`src/rtl/vga_timing_gen_if.sv`:
```
// vga_if: timing bundle driven by vga_timing_gen toward downstream draw stages.
interface vga_if;
    localparam int unsigned CNT_W = 11;
    localparam int unsigned RGB_W = 12;

    logic [CNT_W-1:0] hcount;
    logic [CNT_W-1:0] vcount;
    logic             hsync;
    logic             vsync;
    logic             hblnk;
    logic             vblnk;
    logic [RGB_W-1:0] rgb;

    modport out (output hcount, vcount, hsync, vsync, hblnk, vblnk, rgb);
    modport in  (input  hcount, vcount, hsync, vsync, hblnk, vblnk, rgb);
endinterface

```
`src/rtl/vga_timing_gen.sv`:
```
// vga_timing_gen: free-running VGA raster counter with registered sync/blank decode.
// Optional feature: define VGA_TIMING_FRAME_CNT_EN to add a 16-bit frame counter output.
module vga_timing_gen #(
    parameter int unsigned HOR_PIXELS = 800,
    parameter int unsigned HOR_FP     = 40,
    parameter int unsigned HOR_SYNC   = 128,
    parameter int unsigned HOR_BP     = 88,
    parameter int unsigned VER_PIXELS = 600,
    parameter int unsigned VER_FP     = 1,
    parameter int unsigned VER_SYNC   = 4,
    parameter int unsigned VER_BP     = 23
) (
    input  logic        clk,
    input  logic        rst_n,
    input  logic        en,
    vga_if.out          vga_out,
    output logic        frame_start
`ifdef VGA_TIMING_FRAME_CNT_EN
    ,
    output logic [15:0] frame_cnt
`endif
);

    localparam int unsigned CNT_W = 11;
    localparam int unsigned RGB_W = 12;

    localparam int unsigned HOR_TOTAL = HOR_PIXELS + HOR_FP + HOR_SYNC + HOR_BP;
    localparam int unsigned VER_TOTAL = VER_PIXELS + VER_FP + VER_SYNC + VER_BP;
    localparam int unsigned HS_START  = HOR_PIXELS + HOR_FP;
    localparam int unsigned HS_END    = HS_START + HOR_SYNC;
    localparam int unsigned VS_START  = VER_PIXELS + VER_FP;
    localparam int unsigned VS_END    = VS_START + VER_SYNC;

    localparam logic [CNT_W-1:0] H_LAST    = CNT_W'(HOR_TOTAL - 1);
    localparam logic [CNT_W-1:0] V_LAST    = CNT_W'(VER_TOTAL - 1);
    localparam logic [CNT_W-1:0] H_ACT_END = CNT_W'(HOR_PIXELS);
    localparam logic [CNT_W-1:0] V_ACT_END = CNT_W'(VER_PIXELS);
    localparam logic [CNT_W-1:0] H_SYNC_LO = CNT_W'(HS_START);
    localparam logic [CNT_W-1:0] H_SYNC_HI = CNT_W'(HS_END);
    localparam logic [CNT_W-1:0] V_SYNC_LO = CNT_W'(VS_START);
    localparam logic [CNT_W-1:0] V_SYNC_HI = CNT_W'(VS_END);

    logic [CNT_W-1:0] hcount_q, hcount_d;
    logic [CNT_W-1:0] vcount_q, vcount_d;
    logic             hsync_q, hsync_d;
    logic             vsync_q, vsync_d;
    logic             hblnk_q, hblnk_d;
    logic             vblnk_q, vblnk_d;
    logic             frame_start_q, frame_start_d;
    logic             h_end, v_end;

    // Next-count and flag decode; flags come from the next counts so they line up with them.
    always_comb begin
        hcount_d      = hcount_q;
        vcount_d      = vcount_q;
        frame_start_d = 1'b0;
        h_end         = (hcount_q == H_LAST);
        v_end         = (vcount_q == V_LAST);

        if (en) begin
            hcount_d = h_end ? '0 : hcount_q + CNT_W'(1);
            if (h_end) begin
                vcount_d = v_end ? '0 : vcount_q + CNT_W'(1);
            end
            frame_start_d = h_end && v_end;
        end

        hblnk_d = (hcount_d >= H_ACT_END);
        vblnk_d = (vcount_d >= V_ACT_END);
        hsync_d = (hcount_d >= H_SYNC_LO) && (hcount_d < H_SYNC_HI);
        vsync_d = (vcount_d >= V_SYNC_LO) && (vcount_d < V_SYNC_HI);
    end

    // Timing registers; reset parks the raster at (0,0) with all flags low.
    always_ff @(posedge clk or negedge rst_n) begin
        if (!rst_n) begin
            hcount_q      <= '0;
            vcount_q      <= '0;
            hsync_q       <= 1'b0;
            vsync_q       <= 1'b0;
            hblnk_q       <= 1'b0;
            vblnk_q       <= 1'b0;
            frame_start_q <= 1'b0;
        end else begin
            hcount_q      <= hcount_d;
            vcount_q      <= vcount_d;
            hsync_q       <= hsync_d;
            vsync_q       <= vsync_d;
            hblnk_q       <= hblnk_d;
            vblnk_q       <= vblnk_d;
            frame_start_q <= frame_start_d;
        end
    end

    assign vga_out.hcount = hcount_q;
    assign vga_out.vcount = vcount_q;
    assign vga_out.hsync  = hsync_q;
    assign vga_out.vsync  = vsync_q;
    assign vga_out.hblnk  = hblnk_q;
    assign vga_out.vblnk  = vblnk_q;
    // Colour is owned by downstream draw stages; the timing block emits black.
    assign vga_out.rgb    = RGB_W'(0);
    assign frame_start    = frame_start_q;

`ifdef VGA_TIMING_FRAME_CNT_EN
    logic [15:0] frame_cnt_q;

    // Frame counter advances on the same edge that raises frame_start; wraps naturally.
    always_ff @(posedge clk or negedge rst_n) begin
        if (!rst_n) begin
            frame_cnt_q <= '0;
        end else if (frame_start_d) begin
            frame_cnt_q <= frame_cnt_q + 16'd1;
        end
    end

    assign frame_cnt = frame_cnt_q;
`endif

endmodule

```
`src/flat_wrapper.sv`:
```
// flat-port wrapper written by rule: the top's interface ports become plain ports
module vga_timing_gen_flat 
#(
    parameter int unsigned HOR_PIXELS = 800,
    parameter int unsigned HOR_FP     = 40,
    parameter int unsigned HOR_SYNC   = 128,
    parameter int unsigned HOR_BP     = 88,
    parameter int unsigned VER_PIXELS = 600,
    parameter int unsigned VER_FP     = 1,
    parameter int unsigned VER_SYNC   = 4,
    parameter int unsigned VER_BP     = 23
)
  (clk, rst_n, en, frame_start, vga_out_hcount, vga_out_vcount, vga_out_hsync, vga_out_vsync, vga_out_hblnk, vga_out_vblnk, vga_out_rgb);
  vga_if vga_out_i ();
  input  logic clk;
  input  logic rst_n;
  input  logic en;
  output logic frame_start;
  output wire logic [$bits(vga_out_i.hcount)-1:0] vga_out_hcount;
  output wire logic [$bits(vga_out_i.vcount)-1:0] vga_out_vcount;
  output wire logic [$bits(vga_out_i.hsync)-1:0] vga_out_hsync;
  output wire logic [$bits(vga_out_i.vsync)-1:0] vga_out_vsync;
  output wire logic [$bits(vga_out_i.hblnk)-1:0] vga_out_hblnk;
  output wire logic [$bits(vga_out_i.vblnk)-1:0] vga_out_vblnk;
  output wire logic [$bits(vga_out_i.rgb)-1:0] vga_out_rgb;
  assign vga_out_hcount = vga_out_i.hcount;
  assign vga_out_vcount = vga_out_i.vcount;
  assign vga_out_hsync = vga_out_i.hsync;
  assign vga_out_vsync = vga_out_i.vsync;
  assign vga_out_hblnk = vga_out_i.hblnk;
  assign vga_out_vblnk = vga_out_i.vblnk;
  assign vga_out_rgb = vga_out_i.rgb;
  vga_timing_gen #(.HOR_PIXELS(HOR_PIXELS), .HOR_FP(HOR_FP), .HOR_SYNC(HOR_SYNC), .HOR_BP(HOR_BP), .VER_PIXELS(VER_PIXELS), .VER_FP(VER_FP), .VER_SYNC(VER_SYNC), .VER_BP(VER_BP)) u_core (.clk(clk), .rst_n(rst_n), .en(en), .vga_out(vga_out_i), .frame_start(frame_start));
endmodule
```
`config.mk`:
```
export PLATFORM = sky130hd
export DESIGN_NAME = vga_timing_gen_flat
export DESIGN_NICKNAME = d
export VERILOG_FILES = /design/src/rtl/vga_timing_gen_if.sv /design/src/rtl/vga_timing_gen.sv /design/src/flat_wrapper.sv
export SDC_FILE = /design/constraint.sdc
export NUM_CORES = 1
export LEC_CHECK = 0
export ABC_AREA = 1
export BUFFER_PORTS_ARGS = -buffer_cell sky130_fd_sc_hd__buf_2
export CORE_AREA = 2 2 86 88
export DETAILED_ROUTE_END_ITERATION = 10
export DIE_AREA = 0 0 88 90
export GPL_TIMING_DRIVEN = 1
export PLACE_DENSITY = 0.46
export SLEW_MARGIN = 20
export SYNTH_ARGS = -nofsm -noshare
export SYNTH_HDL_FRONTEND = slang
export SYNTH_SLANG_ARGS = --single-unit
export TNS_END_PERCENT = 30
```
`constraint.sdc`:
```
create_clock -name clk -period 2.5 [get_ports clk]
set_input_delay 0.625 -clock clk [delete_from_list [all_inputs] [get_ports clk]]
set_output_delay 0.625 -clock clk [all_outputs]
set_load 0.01 [all_outputs]
```
==> flow_summary.yaml <==
outcome:
  outcome: "finished, final reports clean"
yosys:
  syn_area_um2: 1820
  synth_compound_area_share_pct: 4.18
  async_flop_share_pct: 100
  synth_top_family_by_area: "simple AND/OR/NAND/NOR gates"
  yosysSeqAreaShare_pct: 37.0
  synthCells: 251
  synth-simple-area-share_pct: 38.7
  synth-xor-area-share_pct: 3.36
  synth_top_area_share_pct: 37.0
  synthAdderAreaFrac_pct: 1.37
  synth.most_common_cell: "nand2_1"
  synthMuxAreaShare_pct: 0
  synth-main-ff-cell: "dfrtp_1"
  synthTopCellsByArea: "dfrtp_1 37%, nand2_1 13%, inv_1 8.0%, nand3_1 6.3%, nor2_1 6.0%"
  synth_common_cells: "63 x nand2_1, 39 x inv_1, 29 x nor2_1, 27 x dfrtp_1, 23 x nand3_1"
  ys_types: 33
  avgSynthCellArea_um2: 7.27
  synth-seq-cells: 27
  synth_warnings: 0
  synth_edf_count: 0
  yosys.area.top_type: "dfrtp_1"
layout:
  syn_to_final_growth_pct: 14.8
  layout.nets: 291
  regArea_um2: 676
  drive_gt1_share_pct: 21.8
  antenna_cells: 0
  utilization_pct: 29.8
  multi_input_area_um2: 913
  fillers: 794
floorplanning:
  rows: 31
  io_pins: 42
  die_y_um: 90
  die_w_um: 88
  design.core.area_um2: 7020
  initial_core_util_pct: 26.0
  fp.dieArea_um2: 7920
clocking:
  clkTransAtPathRegs_ns: 0.10
  postCtsResizedCells: 0
  cts_tree: "built"
  cts_post_setup_buffers_inserted: 0
  cts-root-buf: "clkbuf_8"
  holdBufCountCts: 0
  cts_buffer_depth: 2
  htreeDepth: 1
  clkSinkCount: 27
  clock_latency_ns: 0.28
  numCtsBuffers: 3
timing:
  hold_ws_ns: 0.363
  finalMaxSlewViolations: 0
  fin_ws_ns: 0.347
  fin_setup_tns_ns: 0
  setup_viol: 0
  relSlewSlack_pct: 56.2
  final-hold-violation-count: 0
  period_share_pct: 86.1
  rsz0062_at_grt: "no"
  tightest_slew_ns: 0.656
  fin_skew_ns: 0.00661
  max_freq_mhz: 464
  period_needed_ns: 2.15
place:
  gp_congestion: 0.829
  port_buffers: 29
  dp_hpwl_um: 3400
  post-place-ws_ns: 0.306
drt:
  via_per_inst: 4.15
  drt.antenna.violating_nets: 0
  drc: 0
  wl_um: 4280
  wl_per_cell_um: 11.1
  drt-pass1-iter-count: 4
  vias: 1592
  drt-initial-drc-count: 55
hold_path:
  min_path_type: "in -> async"
pwr:
  p_leak_nw: 1.12
  p_seq_share_pct: 45.6
  irDropWorstVdd_uv: 184
  total_power_mw: 1.35
  p_switching_uw: 539
  internal-power_uw: 806
  combPwrFrac_pct: 34.9
  p_per_area_nw_per_um2: 642
  clockPowerShare_pct: 19.5
  switching_share_pct: 40.0
global_routing:
  gr-total-overflow: 0
  grt_util_all_layers_pct: 11.9
  grt_start_max_net_pins: 28
  grt_pass1_wl_um: 7460
  grt_pass1_vias: 1590
  antenna_found_initial: 0
critical_path:
  critical_path_class: "reg -> reg"
  path_max_fanout: 11
  r2r_end: "u_core.vga_out.vsync"
  crit_path_frequent_cell: "nand2_1"
  slowest_stage: "dfrtp_1"
  r2r_start: "u_core.vga_out.hcount[0]"
  critPathMaxStageDelay_ns: 0.43
  arrival_ns: 2.37
  reg2reg_slack_ns: 0.35
  reg2regPathDepth: 13
  crit_required_ns: 2.72
  cp-end-kind: "flop"
  start_kind: "flop"
  crit_chain: "ha_1, nand2_1, inv_1, nand3_4, nor3_4, nand2_1, nand3_1, inv_1, nand2_1, nand2_1, nor2_1, nand2_1, nor2_1"
flow_run:
  cap_viol_max_count: 0
==> worst max path at each step <==
stage / endpoint / start / slack, ns
after global routing: u_core.vga_out.vsync / u_core.vga_out.hcount[0] / 0.08
after floorplan: u_core.vga_out.vsync / u_core.vga_out.hcount[0] / 0.60
after CTS: u_core.vga_out.vsync / u_core.vga_out.hcount[0] / 0.31
after detailed placement: u_core.vga_out.vsync / en / 0.31
after global placement: u_core.vga_out.vsync / en / 0.41
final: u_core.vga_out.vsync / u_core.vga_out.hcount[0] / 0.35
==> metrics by stage <==
step / instance area [um^2] / std cells
2_1_floorplan: 1870 / 262
3_3_place_gp: 2050 / 380
3_5_place_dp: 2050 / 380
4_1_cts: 2090 / 384
5_1_grt: 2090 / 384
6_report: 2090 / 384
==> critical path: cells and delay by family, from the launching register on <==
family / cells / cell delay [ns]
buf+inv: 2 / 0.17
flops: 1 / 0.43
simple gates: 10 / 1.31
fa+ha+maj: 1 / 0.19
==> placed cells by master, fill, tap and decap left out <==
| cell type | n |
|---|---|
| nand2_1 | 63 |
| inv_1 | 39 |
| nor2_1 | 29 |
| buf_2 | 29 |
| dfrtp_1 | 27 |
| nand3_1 | 23 |
| conb_1 | 12 |
| o21ai_0 | 8 |
| nand2_2 | 7 |
| xor2_1 | 5 |
| nor2_2 | 4 |
| nor2_4 | 4 |
| buf_4 | 4 |
| nand4_1 | 3 |
| nor3_1 | 3 |
| clkbuf_8 | 3 |
| nand3_2 | 2 |
| or2_2 | 2 |
| xnor2_1 | 2 |
| ha_1 | 2 |
| inv_4 | 1 |
| inv_2 | 1 |
| clkinv_2 | 1 |
| nand3_4 | 1 |
| nor3_4 | 1 |
| a21oi_4 | 1 |
| nand2_4 | 1 |
| nand3b_1 | 1 |
| o31ai_1 | 1 |
| a21oi_1 | 1 |
| and3_1 | 1 |
| o211ai_1 | 1 |
| and2_1 | 1 |
| clkbuf_1 | 1 |
==> kinds of logic (layout without fill, tap and decap cells) <==
group | count (synthesis) | after routing
adder cells (fa/ha/maj) | 2 | 2
flip-flops | 27 | 27
buffers and inverters | 56 | 79
other | 1 | 12
XOR/XNOR | 7 | 7
AO/OA/AOI/OAI | 12 | 12
AND/OR/NAND/NOR | 146 | 146
==> flip-flops by register name, indices dropped and copies added (netlist names) <==
signal	flops
u_core.vga_out.hblnk	1
u_core.vga_out.vblnk	1
u_core.vga_out.vsync	1
u_core.vga_out.hcount	11
u_core.vga_out.hsync	1
u_core.vga_out.vcount	11
u_core.frame_start	1
==> power by group through the flow <==
stage	clock, mW	combinational [mW]	sequential [mW]
2_1_floorplan	0	0.299	0.645
3_3_place_gp	0	0.481	0.624
3_5_place_dp	0	0.480	0.625
4_1_cts	0.281	0.480	0.617
5_1_grt	0.291	0.535	0.634
6_report	0.263	0.469	0.613
==> layout make-up <==
class / instances / share of cell area [%]
clock buffers: 4 / 2.15
well taps: 99 / 5.91
repair buffers: 33 / 8.36
flip-flops and latches: 27 / 32.3
inverters: 42 / 7.71
multi-input cells: 179 / 43.6
==> routing by layer <==
metal / GRT usage (%) / routed length (um) / vias to the layer above
li1: - / - / 812
met1: 14.6 / 1860 / 732
met2: 19.9 / 2090 / 39
met3: 3.12 / 227 / 9
met4: 4.10 / 95 / 0
met5: 0 / 0 / -
Power figures use the tool's default switching activity.
